--- src/rtl/keypad_scanner.sv ---
// keypad_scanner: 4x3 matrix keypad front end. Drives one row low per scan
// tick, samples the synchronized column lines, debounces a single key press
// and its release, and reports the encoded key (0-9 binary, # = 1010,
// * = 1011) together with a key-held level.
module keypad_scanner #(
    parameter int SCAN_DIV   = 1000,  // clocks per row dwell, >= 4
    parameter int DEBOUNCE_N = 4      // matching ticks to accept press/release, >= 2
) (
    input  logic       clk,
    input  logic       reset_1,      // asynchronous, active-low
    input  logic [2:0] Col,          // active-low column sense, asynchronous
    output logic [3:0] Row,          // active-low row drive, one bit low
    output logic [3:0] Code_1,       // code of the last accepted key
    output logic       Valid_1,      // high while an accepted key is held
    output logic       S_Row,        // debounced key-held flag, same as Valid_1
    output logic [1:0] o_dbg_state   // current FSM state, for observation
);

    localparam int TW = $clog2(SCAN_DIV);
    localparam int DW = $clog2(DEBOUNCE_N + 1);
    localparam logic [TW-1:0] TICK_LAST = TW'(SCAN_DIV - 1);
    localparam logic [DW-1:0] DCNT_MAX  = DW'(DEBOUNCE_N);

    typedef enum logic [1:0] {
        ST_SCAN    = 2'd0,
        ST_CONFIRM = 2'd1,
        ST_HELD    = 2'd2
    } state_t;

    logic [2:0]    r_col_meta;
    logic [2:0]    r_col_sync;
    logic [TW-1:0] r_tick_cnt;
    state_t        r_state;
    logic [DW-1:0] r_dcnt;
    logic [3:0]    r_row;
    logic [2:0]    r_cand;
    logic [3:0]    r_code;
    logic          r_valid;

    state_t        w_next_state;
    logic [DW-1:0] w_next_dcnt;
    logic [3:0]    w_next_row;
    logic [2:0]    w_next_cand;
    logic [3:0]    w_next_code;
    logic          w_next_valid;

    logic          w_tick;
    logic [2:0]    w_cs;
    logic          w_cs_idle;
    logic          w_cs_one_low;
    logic [3:0]    w_row_rot;
    logic [DW-1:0] w_dcnt_inc;
    logic          w_dcnt_done;
    logic [1:0]    w_row_idx;
    logic [1:0]    w_col_idx;
    logic [3:0]    w_key_code;

    assign w_tick       = (r_tick_cnt == TICK_LAST);
    assign w_cs         = r_col_sync;
    assign w_cs_idle    = (w_cs == 3'b111);
    assign w_cs_one_low = (w_cs == 3'b110) || (w_cs == 3'b101) || (w_cs == 3'b011);
    assign w_row_rot    = {r_row[2:0], r_row[3]};
    // dcnt saturates at DEBOUNCE_N so it can never wrap
    assign w_dcnt_inc   = (r_dcnt == DCNT_MAX) ? r_dcnt : r_dcnt + DW'(1);
    assign w_dcnt_done  = (w_dcnt_inc == DCNT_MAX);

    assign Row         = r_row;
    assign Code_1      = r_code;
    assign Valid_1     = r_valid;
    assign S_Row       = r_valid;
    assign o_dbg_state = r_state;

    // Two-flop synchronizer for the asynchronous column lines
    always_ff @(posedge clk or negedge reset_1) begin
        if (!reset_1) begin
            r_col_meta <= 3'b111;
            r_col_sync <= 3'b111;
        end else begin
            r_col_meta <= Col;
            r_col_sync <= r_col_meta;
        end
    end

    // Free-running scan tick divider, wraps silently
    always_ff @(posedge clk or negedge reset_1) begin
        if (!reset_1) begin
            r_tick_cnt <= '0;
        end else if (w_tick) begin
            r_tick_cnt <= '0;
        end else begin
            r_tick_cnt <= r_tick_cnt + TW'(1);
        end
    end

    // Row index of the frozen row and column index of the candidate
    always_comb begin
        w_row_idx = 2'd0;
        w_col_idx = 2'd0;
        case (r_row)
            4'b1101: w_row_idx = 2'd1;
            4'b1011: w_row_idx = 2'd2;
            4'b0111: w_row_idx = 2'd3;
            default: w_row_idx = 2'd0;
        endcase
        case (r_cand)
            3'b101:  w_col_idx = 2'd1;
            3'b011:  w_col_idx = 2'd2;
            default: w_col_idx = 2'd0;
        endcase
    end

    // Key encoding: rows 0..2 hold digits 1..9, row 3 holds *, 0, #
    always_comb begin
        w_key_code = 4'd0;
        if (w_row_idx == 2'd3) begin
            case (w_col_idx)
                2'd0:    w_key_code = 4'b1011;
                2'd1:    w_key_code = 4'b0000;
                default: w_key_code = 4'b1010;
            endcase
        end else begin
            w_key_code = ({2'b00, w_row_idx} * 4'd3) + {2'b00, w_col_idx} + 4'd1;
        end
    end

    // FSM state and output registers
    always_ff @(posedge clk or negedge reset_1) begin
        if (!reset_1) begin
            r_state <= ST_SCAN;
            r_dcnt  <= '0;
            r_row   <= 4'b1110;
            r_cand  <= 3'b111;
            r_code  <= 4'b0000;
            r_valid <= 1'b0;
        end else begin
            r_state <= w_next_state;
            r_dcnt  <= w_next_dcnt;
            r_row   <= w_next_row;
            r_cand  <= w_next_cand;
            r_code  <= w_next_code;
            r_valid <= w_next_valid;
        end
    end

    // FSM next-state: everything advances only on a scan tick
    always_comb begin
        w_next_state = r_state;
        w_next_dcnt  = r_dcnt;
        w_next_row   = r_row;
        w_next_cand  = r_cand;
        w_next_code  = r_code;
        w_next_valid = r_valid;
        if (w_tick) begin
            case (r_state)
                ST_SCAN: begin
                    if (w_cs_one_low) begin
                        // freeze the row and start debouncing this key
                        w_next_cand  = w_cs;
                        w_next_dcnt  = DW'(1);
                        w_next_state = ST_CONFIRM;
                    end else begin
                        // idle or ghost/multi-key: keep scanning
                        w_next_row = w_row_rot;
                    end
                end
                ST_CONFIRM: begin
                    if (w_cs == r_cand) begin
                        if (w_dcnt_done) begin
                            w_next_code  = w_key_code;
                            w_next_valid = 1'b1;
                            w_next_dcnt  = '0;
                            w_next_state = ST_HELD;
                        end else begin
                            w_next_dcnt = w_dcnt_inc;
                        end
                    end else begin
                        w_next_dcnt  = '0;
                        w_next_row   = w_row_rot;
                        w_next_state = ST_SCAN;
                    end
                end
                ST_HELD: begin
                    // any low column, whichever key, counts as still held
                    if (w_cs_idle) begin
                        if (w_dcnt_done) begin
                            w_next_valid = 1'b0;
                            w_next_dcnt  = '0;
                            w_next_row   = w_row_rot;
                            w_next_state = ST_SCAN;
                        end else begin
                            w_next_dcnt = w_dcnt_inc;
                        end
                    end else begin
                        w_next_dcnt = '0;
                    end
                end
                default: begin
                    w_next_dcnt  = '0;
                    w_next_state = ST_SCAN;
                end
            endcase
        end
    end

endmodule
--- config.mk ---
export PLATFORM = sky130hd
export DESIGN_NAME = keypad_scanner
export DESIGN_NICKNAME = d
export VERILOG_FILES = /design/src/rtl/keypad_scanner.sv
export SDC_FILE = /design/constraint.sdc
export NUM_CORES = 1
export LEC_CHECK = 0
export ABC_AREA = 1
export BUFFER_PORTS_ARGS = -buffer_cell sky130_fd_sc_hd__buf_4
export CORE_MARGIN = 10
export CORE_UTILIZATION = 39
export DETAILED_ROUTE_END_ITERATION = 7
export PLACE_DENSITY_LB_ADDON = 0.15
export SLEW_MARGIN = 30
export SYNTH_ARGS = -nofsm -noshare
export SYNTH_HDL_FRONTEND = slang
export SYNTH_SLANG_ARGS = --single-unit
--- constraint.sdc ---
create_clock -name clk -period 2.64 [get_ports clk]
set_input_delay 0.132 -clock clk [delete_from_list [all_inputs] [get_ports clk]]
set_output_delay 0.132 -clock clk [all_outputs]
set_load 0.01 [all_outputs]
* Word-level counts from Yosys, hierarchy flattened
Index checks and enable logic that the tools add are counted.
Operators by class: reduce and logical (&&, ||, !) cells 12, multipliers 1, eq/ne operators 25, muxes and demuxes 27, $add $sub $neg 4
Operators with widths (number):
- $mux W4 | 5
- $eq A3 B3 Y1 const B | 6
- $mux W3 | 5
- $ne A2 B2 Y1 const B | 7
- $pmux W2 S3 | 2
- $pmux W4 S3 | 1
- $reduce_and A6 Y1 | 2
- $add A10 B1 Y10 const B | 1
- $eq A10 B10 Y1 const B | 1
- $mux W10 | 1
- $mux W2 | 5
- $pmux W3 S3 | 1
- $eq A4 B4 Y1 const B | 2
- $pmux W4 S2 | 1
- $eq A3 B2 Y1 const B | 2
- $reduce_and A5 Y1 | 1
- $add A4 B1 Y4 const B | 1
- $add A4 B2 Y4 | 1
- $eq A2 B1 Y1 const B | 2
- $eq A2 B2 Y1 const B | 2
- $eq A4 B3 Y1 const B | 1
- $logic_not A2 Y1 | 2
- $mul A2 B2 Y4 const B | 1
- $mux W1 | 4
- other kinds (11) | 12
Word-level totals: bits in registers 33, input port bits 5, output and inout bits 12, word-level logic and storage cells 78

* Logic depth before layout (Yosys ltp)
depth in word-level cells 6, mapped depth 13, gate-level depth less buffers 13

* Least setup slack after synthesis
OpenSTA, ideal clock, no wires.
kind register -> register, start point register r_row[1], in the netlist Row[1], end point register r_code[1], in the netlist Code_1[1], stages on the path, launching flop included 11, slack 0.189 ns, data required time 2.523 ns, arrival 2.334 ns, cell sequence dfstp_2 -> nand2_1 -> nor3_1 -> inv_1 -> fa_1 -> inv_1 -> fa_1 -> nand2_1 -> nand2_1 -> nor2_1 -> nor2_1
On the way: cells in the longest elaborated chain, start to end 6
Ends and longest elaborated chain:
- start, declared | RTL line 35 | logic [3:0] r_row;
- start signal, assigned | RTL line 138 | r_row <= w_next_row;
- $eq A4 B3 Y1 / $eq A4 B4 Y1 (equally long branches) | RTL line 99 | case (r_row)
- $pmux W2 S3 * | RTL line 99
- $mul A2 B2 Y4 | RTL line 122 | w_key_code = ({2'b00, w_row_idx} * 4'd3) + {2'b00, w_col_idx} + 4'd1;
- $add A4 B2 Y4 | RTL line 122
- $add A4 B1 Y4 | RTL line 122
- $mux W4 * | RTL line 115 | if (w_row_idx == 2'd3) begin
- end signal, assigned | RTL line 140 | r_code <= w_next_code;
- end, declared | RTL line 37 | logic [3:0] r_code;
Mark *: on every way between the ends. The rest lies on a longest branch, timed or not. A chain may end at the register's enable or synchronous reset.

* Worst setup path after layout
start point register r_row[2], in the netlist Row[2], end point register r_code[2], in the netlist Code_1[2]
The elaborated chain is that of the path after synthesis.

==> key figures <==
Run status
  – Outcome: finished, final reports clean

Synthesis
  – Largest family of logic cells by synthesized area: simple AND/OR/NAND/NOR gates
  – Syn Nets: roughly 270
  – Simple-gate share of the synthesized area: between 30% and 40%
  – Synthesized area: about 1900 µm²
  – Syn Inst Count: 257
  – Seq/Total Area, Yosys: a little over two fifths
  – Post-Synth Adder-Cell Area: under 10%
  – Synth Area in XOR/XNOR: 0%
  – Synth top area cells: dfrtp_1 27%, dfstp_2 16%, nand2_1 16%
  – Synth area leader: dfrtp_1
  – Synth Area in Compound Gates: around 6.5%
  – Distinct cell type count after synthesis: 25
  – Syn_area_per_cell: 7.45 µm²
  – YS warnings: 0
  – Mux cell area share after synthesis: 0%
  – #FFs+latches synth: 33
  – Share of Yosys cell area claimed by the top area cell type: a little over a quarter

Timing
  – Max_slew headroom: 71.3%
  – Tcrit/Tclk final: between 90% and 100%
  – Final Critical Period: ~2.5 ns
  – Pins Over Slew Limit: 0
  – Final Hold Fails: 0
  – Setup WS post-layout: between 0.15 and 0.2 ns
  – Hold Slack: 0.327 ns
  – Final clock skew: between 0.007 and 0.008 ns
  – Max Freq: a little over 0.4 GHz
  – Sum of negative setup slack: 0 ns
  – Worst-Margin Slew: 0.431 ns
  – Final setup vio count: 0

Power
  – Pwr Total: 977 µW
  – PwrDens: 420 nW/µm²
  – Leakage: approximately 0.0012 µW
  – VDD IR max: between 200 and 250 µV

Worst setup path
  – Reg-to-Reg Start: Row[2]
  – Crit Path Class: flop to flop
  – Req. time, crit path: ~2.9 ns
  – CP max FO: 5
  – CP arrival: ~2.7 ns
  – Setup crit start: Row[2]
  – Crit end category: flop
  – Startpoint types: flop

Clock network
  – Clock Sink Count: 33
  – CTS H-tree depth: 2
  – Root Buffer: clkbuf_8
  – Longest Clk Path Bufs: 2
  – TritonCTS Buffers: 5
  – Worst-skew pair later-pin latency: between 0.2 and 0.3 ns
  – CTS tree: done
  – Clk slew on worst S/H paths: 0.07 ns

Floorplan
  – Die Y: approximately 90 µm
  – Width of the die: about 90 µm
  – Initial Util: between 40% and 50%
  – Core area: between 4000 and 5000 µm²
  – Die area: approximately 8000 µm²
  – Total I/O pin count: 17
  – # rows: 25

Global routing
  – Initial antenna violation count: 0
  – Grt total ovfl: 0
  – First-pass GRT wire length: 7.11 mm
  – Tot GR Track Use: between 10% and 20%
  – Vias in the first global route: between 1500 and 2000
  – Pin count of the biggest net entering global routing: 34

Min path
  – Worst hold path type: primary input to async pin

Final layout
  – # diodes: 0
  – Most common cell after layout, fill and taps aside: nand2_1
  – Sequential cell area: between 800 and 900 µm²
  – Area taken by multi-input logic gates: approximately 900 µm²
  – Area Growth Syn to Fin: 21.4%
  – # fillers: about 500
  – Most frequent cells in the layout: 80 x nand2_1, 43 x inv_1, 24 x nor2_1, 24 x buf_4, 21 x dfrtp_1
  – Final nets: 305
  – Layout cells sized above 1: roughly a fifth

Route
  – Initial DRC Count: 72
  – Initial DRT Pass Iterations: 4
  – Routed WL: approximately 4 mm
  – Vias: ~1700
  – Vias/cell: ~4.6
  – Routed WL per cell: 11.2 µm
  – DRC viols: 0
  – Post-route ant nets: 0

Job
  – Max cap viols: 0

Placed design
  – Dpl ws: 0.206 ns
  – Routability cong.: 0.859
  – Detailed placement HPWL: roughly 3 mm
  – PortBufs: 16
-- metal layers --
layer / track usage [%] / up-vias / routed length, µm
li1: - / 869 / -
met1: 12.2 / 766 / 1860
met2: 17.7 / 25 / 1990
met3: 2.58 / 6 / 123
met4: 3.18 / 0 / 48
met5: 0 / - / 0
-- state kept, by name, indices dropped and copies added, names as in the netlist --
register,cells
Code_1,4
S_Row,1
r_dcnt,3
r_col_sync,3
r_col_meta,3
r_tick_cnt,10
r_cand,3
Row,4
o_dbg_state,2
-- cell type report --
class                           count  area share, %
Clock buffer                        7           4.14
Tap cell                           67           3.61
Timing Repair Buffer               28           9.47
Sequential cell                    33           36.2
Inverter                           48           7.75
Clock inverter                      1          0.215
Multi-Input combinational cell    175           38.6
-- worst paths after layout --
check / to / slack, ns / cells past startpoint
worst min register to register: r_col_sync[1] / 0.36 / 0
worst min-delay path: r_dcnt[0] / 0.33 / 2
worst max-delay path: Code_1[2] / 0.18 / 10
max in group asynchronous: Row[2] / 1.97 / 2
worst max register to register: Code_1[2] / 0.18 / 10
min in group clk: r_col_sync[1] / 0.36 / 0
-- cells in the mapped netlist --
master / number
inv_1: 43
buf_4: 1
nand3b_4: 1
nand2_1: 80
nor3_1: 4
nand4_2: 1
nor2_1: 24
nand3b_1: 2
nand3_2: 1
or2_4: 1
nor2_2: 1
o21ai_2: 1
o21ai_0: 8
nand3_1: 17
or2_2: 2
o21ai_1: 7
dfrtp_1: 21
inv_2: 5
nor3b_1: 2
ha_1: 7
fa_1: 2
a21oi_1: 7
nand4_1: 6
dfstp_2: 12
a31oi_1: 1
-- repair_timing --
item	in CTS	in global routing
hold buffers	4	0
endpoints found under the setup margin	0	1
resized for setup	0	3
endpoints found under the hold margin	24	0
setup buffers	0	7
-- cell families (layout without fill, tap and decap cells) --
group                      count (synthesis)  count (layout)
AOI/OAI and AO/OA                         24              24
adders and majority gates                  9               9
buffers and inverters                     49              84
DFF                                       33              33
and+or+nand+nor                          142             142
-- through the flow --
| step | instances | utilization, % | instance area (µm²) |
|---|---|---|---|
| 3_3_place_gp | 340 | 44.6 | 2120 |
| 5_1_grt | 359 | 48.9 | 2320 |
| 2_1_floorplan | 257 | - | 1910 |
| 6_report | 359 | 48.9 | 2320 |
| 4_1_cts | 352 | 47.5 | 2260 |
| 3_5_place_dp | 340 | 44.6 | 2120 |
-- worst max-delay path, stage by stage (launching register included) --
cell and delay [ns]:
dfstp_2 0.57, buf_4 0.12, nor3b_1 0.17, or2_4 0.16, inv_1 0.05, fa_1 0.49, inv_1 0.07, fa_1 0.43
a21oi_1 0.12, o21ai_0 0.09, o21ai_1 0.12
-- power breakdown --
| part | total (µW) | switching [µW] | internal (µW) |
|---|---|---|---|
| Clock | 425 | 189 | 236 |
| Combinational | 34.6 | 22.5 | 12.1 |
| Sequential | 518 | 3.08 | 514 |
(Power assumes the default switching activity.)
